===== config.mk =====
export PLATFORM = sky130hd
export DESIGN_NAME = demux_rr
export DESIGN_NICKNAME = d
export VERILOG_FILES = /design/src/rtl/demux_rr.sv
export SDC_FILE = /design/constraint.sdc
export NUM_CORES = 1
export LEC_CHECK = 0
export BUFFER_PORTS_ARGS = -buffer_cell sky130_fd_sc_hd__buf_2
export CAP_MARGIN = 40
export CORE_ASPECT_RATIO = 0.9
export CORE_MARGIN = 8
export CORE_UTILIZATION = 30
export DETAILED_ROUTE_END_ITERATION = 12
export PLACE_DENSITY = 0.59
export SLEW_MARGIN = 20
export SYNTH_ARGS = -nofsm -noshare
export SYNTH_HDL_FRONTEND = slang
export SYNTH_SLANG_ARGS = --single-unit
export TNS_END_PERCENT = 50

===== constraint.sdc =====
create_clock -name clk_2f -period 4.4 [get_ports clk_2f]
set_input_delay 0.22 -clock clk_2f [delete_from_list [all_inputs] [get_ports clk_2f]]
set_output_delay 0.22 -clock clk_2f [all_outputs]
set_load 0.02 [all_outputs]

===== src/rtl/demux_rr.sv =====
// Round-robin demultiplexer: spreads one valid/ready word stream across LANES
// registered output lanes in strict rotation. Define DEMUX_RR_IDLE_REALIGN_EN to
// restart every burst on lane 0 after an idle cycle.
module demux_rr #(
  parameter int DATA_W = 8,
  parameter int LANES  = 2,
  parameter int PTR_W  = $clog2(LANES),
  parameter int CNT_W  = 16
) (
  input  logic                    clk_2f,
  input  logic                    reset,
  input  logic [DATA_W-1:0]       data_in,
  input  logic                    valid_in,
  output logic                    ready_out,
  output logic [LANES*DATA_W-1:0] data_out,
  output logic [LANES-1:0]        valid_out,
  input  logic [LANES-1:0]        ready_in,
  output logic [PTR_W-1:0]        lane_ptr,
  output logic [CNT_W-1:0]        word_cnt
);

  logic [DATA_W-1:0] lane_q [LANES];
  logic [LANES-1:0]  valid_q;
  logic [PTR_W-1:0]  ptr_q;
  logic [PTR_W-1:0]  ptr_next;
  logic [CNT_W-1:0]  cnt_q;
  logic              acc;

  // The target lane can take a word if it is empty or being drained this cycle.
  assign ready_out = ~reset & (~valid_q[ptr_q] | ready_in[ptr_q]);
  assign acc       = valid_in & ready_out;
  assign ptr_next  = (ptr_q == PTR_W'(LANES - 1)) ? '0 : ptr_q + PTR_W'(1);

  always_ff @(posedge clk_2f or posedge reset) begin
    if (reset) begin
      // NOTE: the lane data registers are reset too, because data_out must read
      // zero after reset; a plain storage array would normally be left unreset.
      for (int k = 0; k < LANES; k++) lane_q[k] <= '0;
      valid_q <= '0;
      ptr_q   <= '0;
      cnt_q   <= '0;
    end else begin
      for (int k = 0; k < LANES; k++) begin
        if (valid_q[k] & ready_in[k]) valid_q[k] <= 1'b0;
      end
      if (acc) begin
        // NOTE: this non-blocking write comes after the drain loop, so when a lane
        // drains and loads on the same edge the later assignment (the load) wins.
        lane_q[ptr_q]  <= data_in;
        valid_q[ptr_q] <= 1'b1;
        ptr_q          <= ptr_next;
        cnt_q          <= cnt_q + CNT_W'(1);
      end
`ifdef DEMUX_RR_IDLE_REALIGN_EN
      else if (!valid_in) begin
        ptr_q <= '0;
      end
`endif
    end
  end

  for (genvar k = 0; k < LANES; k++) begin : g_lane
    assign data_out[k*DATA_W +: DATA_W] = lane_q[k];
  end

  assign valid_out = valid_q;
  assign lane_ptr  = ptr_q;
  assign word_cnt  = cnt_q;

endmodule

## Word level (Yosys, flattened, before mapping)

Index checks and enable logic that the tools add are counted.

| word-level totals | value |
|---|---|
| flip-flop bits (word level) | 35 |
| bits of input ports | 13 |
| output and inout port bits | 36 |
| logic and storage cells | 35 |

| operators by class | value |
|---|---|
| add/subtract/negate cells | 2 |
| order comparisons | 4 |
| muxes and demuxes | 13 |
| bitwise gates (word level) | 9 |
| reduce and logical (&&, ||, !) cells | 2 |

Operators with widths:

| cell | number |
|---|---|
| $add A16 B1 Y16 const B | 1 |
| $bwmux W16 | 1 |
| $demux W8 S1 | 1 |
| $mux W1 | 8 |
| $mux W8 | 1 |
| $and A1 B1 Y1 | 4 |
| $ge A2 B2 Y1 const B | 1 |
| $logic_and A1 B1 Y1 | 2 |
| $lt A1 B2 Y1 const B | 1 |
| $lt A2 B1 Y1 const B | 1 |
| $mux W2 | 1 |
| $not A1 Y1 | 2 |
| $not A1 Y2 | 1 |
| $or A2 B2 Y2 | 1 |
| $add A1 B1 Y1 const B | 1 |
| $demux W1 S1 | 1 |
| $ge A1 B1 Y1 const B | 1 |
| $or A1 B1 Y1 | 1 |

## Logic depth before layout (Yosys ltp)

| depth | value |
|---|---|
| word-level depth | 7 |
| gate-level depth with buffers | 5 |

## Worst setup path before layout

No wires, ideal clock.

| path | value |
|---|---|
| path kind | flip-flop to flip-flop |
| from | register ptr_q (netlist: lane_ptr) |
| to | register cnt_q[1] (netlist: word_cnt[1]) |
| library setup time | 125 ps |
| arrival | 1449 ps |
| path slack | 2826 ps |
| cell stages (with the launch flop) | 4 |
| path buffers | 0 |
| period minus slack after synthesis | 1574 ps |
| path through | dfrtp_1 -> or3b_4 -> nand3_1 -> mux2_2 |

| on the way | value |
|---|---|
| longest elaborated chain between the ends | 6 |
| elaborated cells between the ends (all ways) | 8 |
| classes of those cells | mux (4); bitwise (4) |

Ends and longest elaborated chain:

| item | RTL line | RTL |
|---|---|---|
| start: declaration | 24 | `logic [PTR_W-1:0] ptr_q;` |
| start signal: assignment | 51 | `ptr_q <= ptr_next;` |
| $mux W1 (not written as such) (2 in a row) | 30 | `assign ready_out = ~reset & (~valid_q[ptr_q] \| ready_in[ptr_q]);` |
| $not A1 Y1 | 30 |  |
| $or A1 B1 Y1 (*) | 30 |  |
| $and A1 B1 Y1 (*) | 30 |  |
| $and A1 B1 Y1 (*) | 31 | `assign acc = valid_in & ready_out;` |
| end signal: assignment | 52 | `cnt_q <= cnt_q + CNT_W'(1);` |
| end: declaration | 26 | `logic [CNT_W-1:0] cnt_q;` |

Mark *: on every way between the ends. The rest lies on a longest branch, timed or not. The select of a mux whose other input is x is not followed.
A chain may end at the register's enable or synchronous reset.

## Worst setup path in the final report

| path | value |
|---|---|
| from | register ptr_q (netlist: lane_ptr) |
| to | output ready_out |

| on the way | value |
|---|---|
| longest elaborated chain between the ends | 5 |
| elaborated cells between the ends (all ways) | 7 |
| classes of those cells | mux (4); bitwise (3) |

Ends and longest elaborated chain:

| item | RTL line | RTL |
|---|---|---|
| $mux W1 (not written as such) (2 in a row) | 30 |  |
| $not A1 Y1 | 30 |  |
| $or A1 B1 Y1 (*) | 30 |  |
| $and A1 B1 Y1 (*) | 30 |  |
| end: declaration | 14 | `output logic ready_out,` |

Marks and branches as above.

==> impl_summary.txt <==
----------------------------------------------------
[Status]
  Status ... finished, final reports clean

[Logic synthesis]
  Synthesized instance count ... 118
  Post-Syn Nets ... 132
  Most common cell in the netlist ... dfrtp_1
  Count of yosys warnings during synthesis ... 0
  Leading post-synthesis cells by instance count ... dfrtp_1 (35), mux2_2 (17), nand2_1 (10)
  Number of distinct library cells after synthesis ... 26
  Average cell area after synthesis ... 13.04 um2
  Async set-reset flop share out of synthesis ... 1.000
  Syn Std Cell Area ... 1539 um2
  Ys flop type ... dfrtp_1
  Library cell with the largest summed area after synthesis ... dfrtp_1
  Number of enable-type register cells in the synthesized netlist ... 0
  Area share of the leading cell type in the synthesized netlist ... 0.5691
  Synthesized flop and latch total ... 35
  Dominant cells by area after synthesis ... dfrtp_1 (57%), mux2_2 (12%), xnor2_1 (5.1%)
  Sequential fraction of the synthesis area ... 0.5691

[Finish]
  Proportion of layout cells with a drive suffix above 1 ... 0.4682
  Final Net Count ... 186
  Signed area change from the synthesized netlist to the final layout ... 27.24%
  Fin cells ... 238
  Final Util ... 0.4001
  Antenna diode count ... 0
  Final design instance area without fill ... a little under 2000 um2

[Power]
  Worst-case vdd ir drop ... ~0.24 mV
  Static Leakage ... roughly 0.96 nW
  Total power divided by cell area ... 603.1 nW/um2

[Routing]
  Routed length per instance ... 14.56 um
  Detailed router's first-iteration violation count ... 38
  Number of detailed-route iterations in the first pass ... 4
  Via count ... 1,104
  DRC violations left ... 0
  Antenna violation net count after detailed routing ... 0
  Post-Route WL ... 3466 um
  Vias per Instance ... around 4.6

[Global routing]
  Gr ovfl total ... 0
  Pin count of the biggest net entering global routing ... 36
  GRT Total Usage ... 0.09348
  Wire length of the first global-routing pass ... roughly 5900 um
  Number of global-route vias before repair ... 1,205
  Number of antenna violations at the first check in global routing ... 0

[Clock tree]
  Clock slew at the register clock pins of the worst setup and hold paths ... 0.07 ns
  Worst skew pair latency ... 0.28 ns
  Number of buffers inserted during clock tree synthesis ... 5
  Hold-fix buffers, CTS ... 0
  Number of sinks handled by clock tree synthesis ... 35
  PostCTS Resize Cnt ... 0
  CTS HTree Levels ... 2
  Clock tree root driver cell ... clkbuf_8
  TritonCTS clock tree ... built
  CTS max path bufs ... 2
  Post-CTS Setup Bufs ... 0

[Timing]
  Max frequency ... around 570 MHz
  Setup Viol. Count Final ... 0
  Worst Setup Slack, final ... 2.656 ns
  Slew @ Worst Pin ... about 0.56 ns
  Post-route fraction of the period consumed by the critical path ... 0.3964
  Unrepaired setup endpoints after global routing ... no
  Slew margin rel. ... 0.6246
  Max-slew violation total from the final report ... 0
  Final worst clock skew ... 0.002338 ns
  Number of failing hold endpoints at the final stage ... 0
  Total negative slack ... 0 ns
  Post-layout min period ... 1.744 ns

[Place]
  Number of placed instances, taps included ... 230
  Port Buf Inserts ... 48
  Half-perimeter wire length of the detailed placement result ... 2590 um
  Standard cell area after detailed placement ... 1858 um2
  Pre-CTS setup slack ... about 2.8 ns
  Last weighted congestion value of the routability-driven placer ... roughly 0.76

[Worst setup path]
  Crit path largest cell delay ... 0.53 ns
  Source of the critical timing path ... lane_ptr$_DFFE_PP0P_
  Worst-path fanout max ... 9
  Kind of start point of the critical path ... flip-flop
  Worst R2R Path Depth ... 3
  Worst Path Arrival ... around 1.5 ns
  Crit path max-delay cell type ... nor3b_1
  Worst-case register-to-register setup slack ... between 2 and 3 ns
  Critical register-to-register path endpoint ... word_cnt[1]$_DFFE_PP0P_
  Capture point of the critical path ... ready_out
  Startpoint of the most critical register-to-register path ... lane_ptr$_DFFE_PP0P_
  Cell chain of the critical path ... nor3b_1, nor3_1, buf_2
  Required time of the critical path ... ~4.2 ns
  Setup CP Type ... flip-flop to output pin
  Category of the worst setup path capture point ... output pin

[Min path]
  Path type of the worst min-delay path ... input pin to async pin

[Floorplanning]
  Effective utilization at floorplan ... 0.3144
  Full die area ... 7681 um2
  Top-Level Pins ... 49
  Die Y-Extent ... 83.95 um
  Floorplan Core Area ... 4895 um2
  Die width ... 91.50 um
  Number of placement rows ... 24

[Run]
  Maximum capacitance violations ... 0

----------------------------------------------------
[worst min-delay path by stage]
| stage | from | end | slack, ns | depth (start not counted) |
|---|---|---|---|---|
| after floorplan | reset | data_out[0]$_DFFE_PP0P_ | 0.37 | 1 |
| after global placement | reset | word_cnt[2]$_DFFE_PP0P_ | 0.39 | 3 |
| after detailed placement | reset | word_cnt[5]$_DFFE_PP0P_ | 0.40 | 3 |
| after CTS | reset | word_cnt[5]$_DFFE_PP0P_ | 0.08 | 3 |
| after global routing | reset | word_cnt[6]$_DFFE_PP0P_ | 0.11 | 3 |
| final | reset | word_cnt[5]$_DFFE_PP0P_ | 0.06 | 3 |
[worst max-delay path: cells and delay by family, from the launching register on]
| kind | cells | cell delay (ns) |
|---|---|---|
| flops | 1 | 0.46 |
| buf+inv | 1 | 0.18 |
| simple gates | 2 | 0.61 |
[metrics by stage]
| stage | power, W | hold WS, ns |
|---|---|---|
| global placement | 0.0009323 | 0.3937 |
| detailed placement | 0.0009418 | 0.3976 |
| CTS | 0.001207 | 0.07947 |
| finish | 0.001181 | 0.06251 |
| global route | 0.001257 | 0.1095 |
| floorplan | 0.0007767 | 0.3706 |
[logic make-up after synthesis]
group	synth area share
simple gates	0.1967
xor+xnor	0.08537
flops	0.5691
fa+ha+maj	0.008129
mux	0.1244
buf+inv	0.01626
[layout make-up]
type	instances	area (um2)
fillers	473	2937
flip-flops and latches	35	875.8
multi-input cells	77	638.1
repair buffers	49	247.7
clock buffers	8	100.1
well taps	65	81.33
inverters	4	15.01
[power breakdown]
| part | internal (W) | switching [W] | total, W |
|---|---|---|---|
| logic | 0.000167 | 0.000246 | 0.000413 |
| clock network | 0.000143 | 0.000114 | 0.000256 |
| registers | 0.000426 | 0.0000848 | 0.000511 |
[registers in the layout, summed over array words and instances, names as in the netlist]
register   count
valid_out      2
data_out      16
lane_ptr       1
word_cnt      16
[placed cells by master, fill, tap and decap left out]
cell type,netlist,routed
nor4_4,1,1
clkbuf_8,0,7
and4_1,2,2
nand3b_1,2,2
nor4b_2,1,1
and4b_1,1,1
nand4_2,2,2
ha_1,1,1
nand4b_1,1,1
and3_1,1,1
nor2b_2,1,1
nor4_2,1,1
xnor2_1,9,9
clkbuf_1,0,1
nor2_1,2,2
and3b_4,1,1
xor2_1,6,6
nand2_1,10,10
buf_2,2,48
nand4_1,3,3
nor3_1,5,5
nor3b_1,1,1
inv_1,4,4
nand3_1,6,6
buf_4,0,1
nand2b_1,2,2
or3b_4,1,1
dfrtp_1,35,35
mux2_2,17,17
[per-layer routing]
layer	vias to the layer above	part of all wire	track usage
met5	-	0	0
met4	0	0.016	0.04012
met1	532	0.47	0.1096
met3	7	0.097	0.05036
met2	40	0.42	0.1373
li1	525	-	-
(Power assumes the default switching activity.)
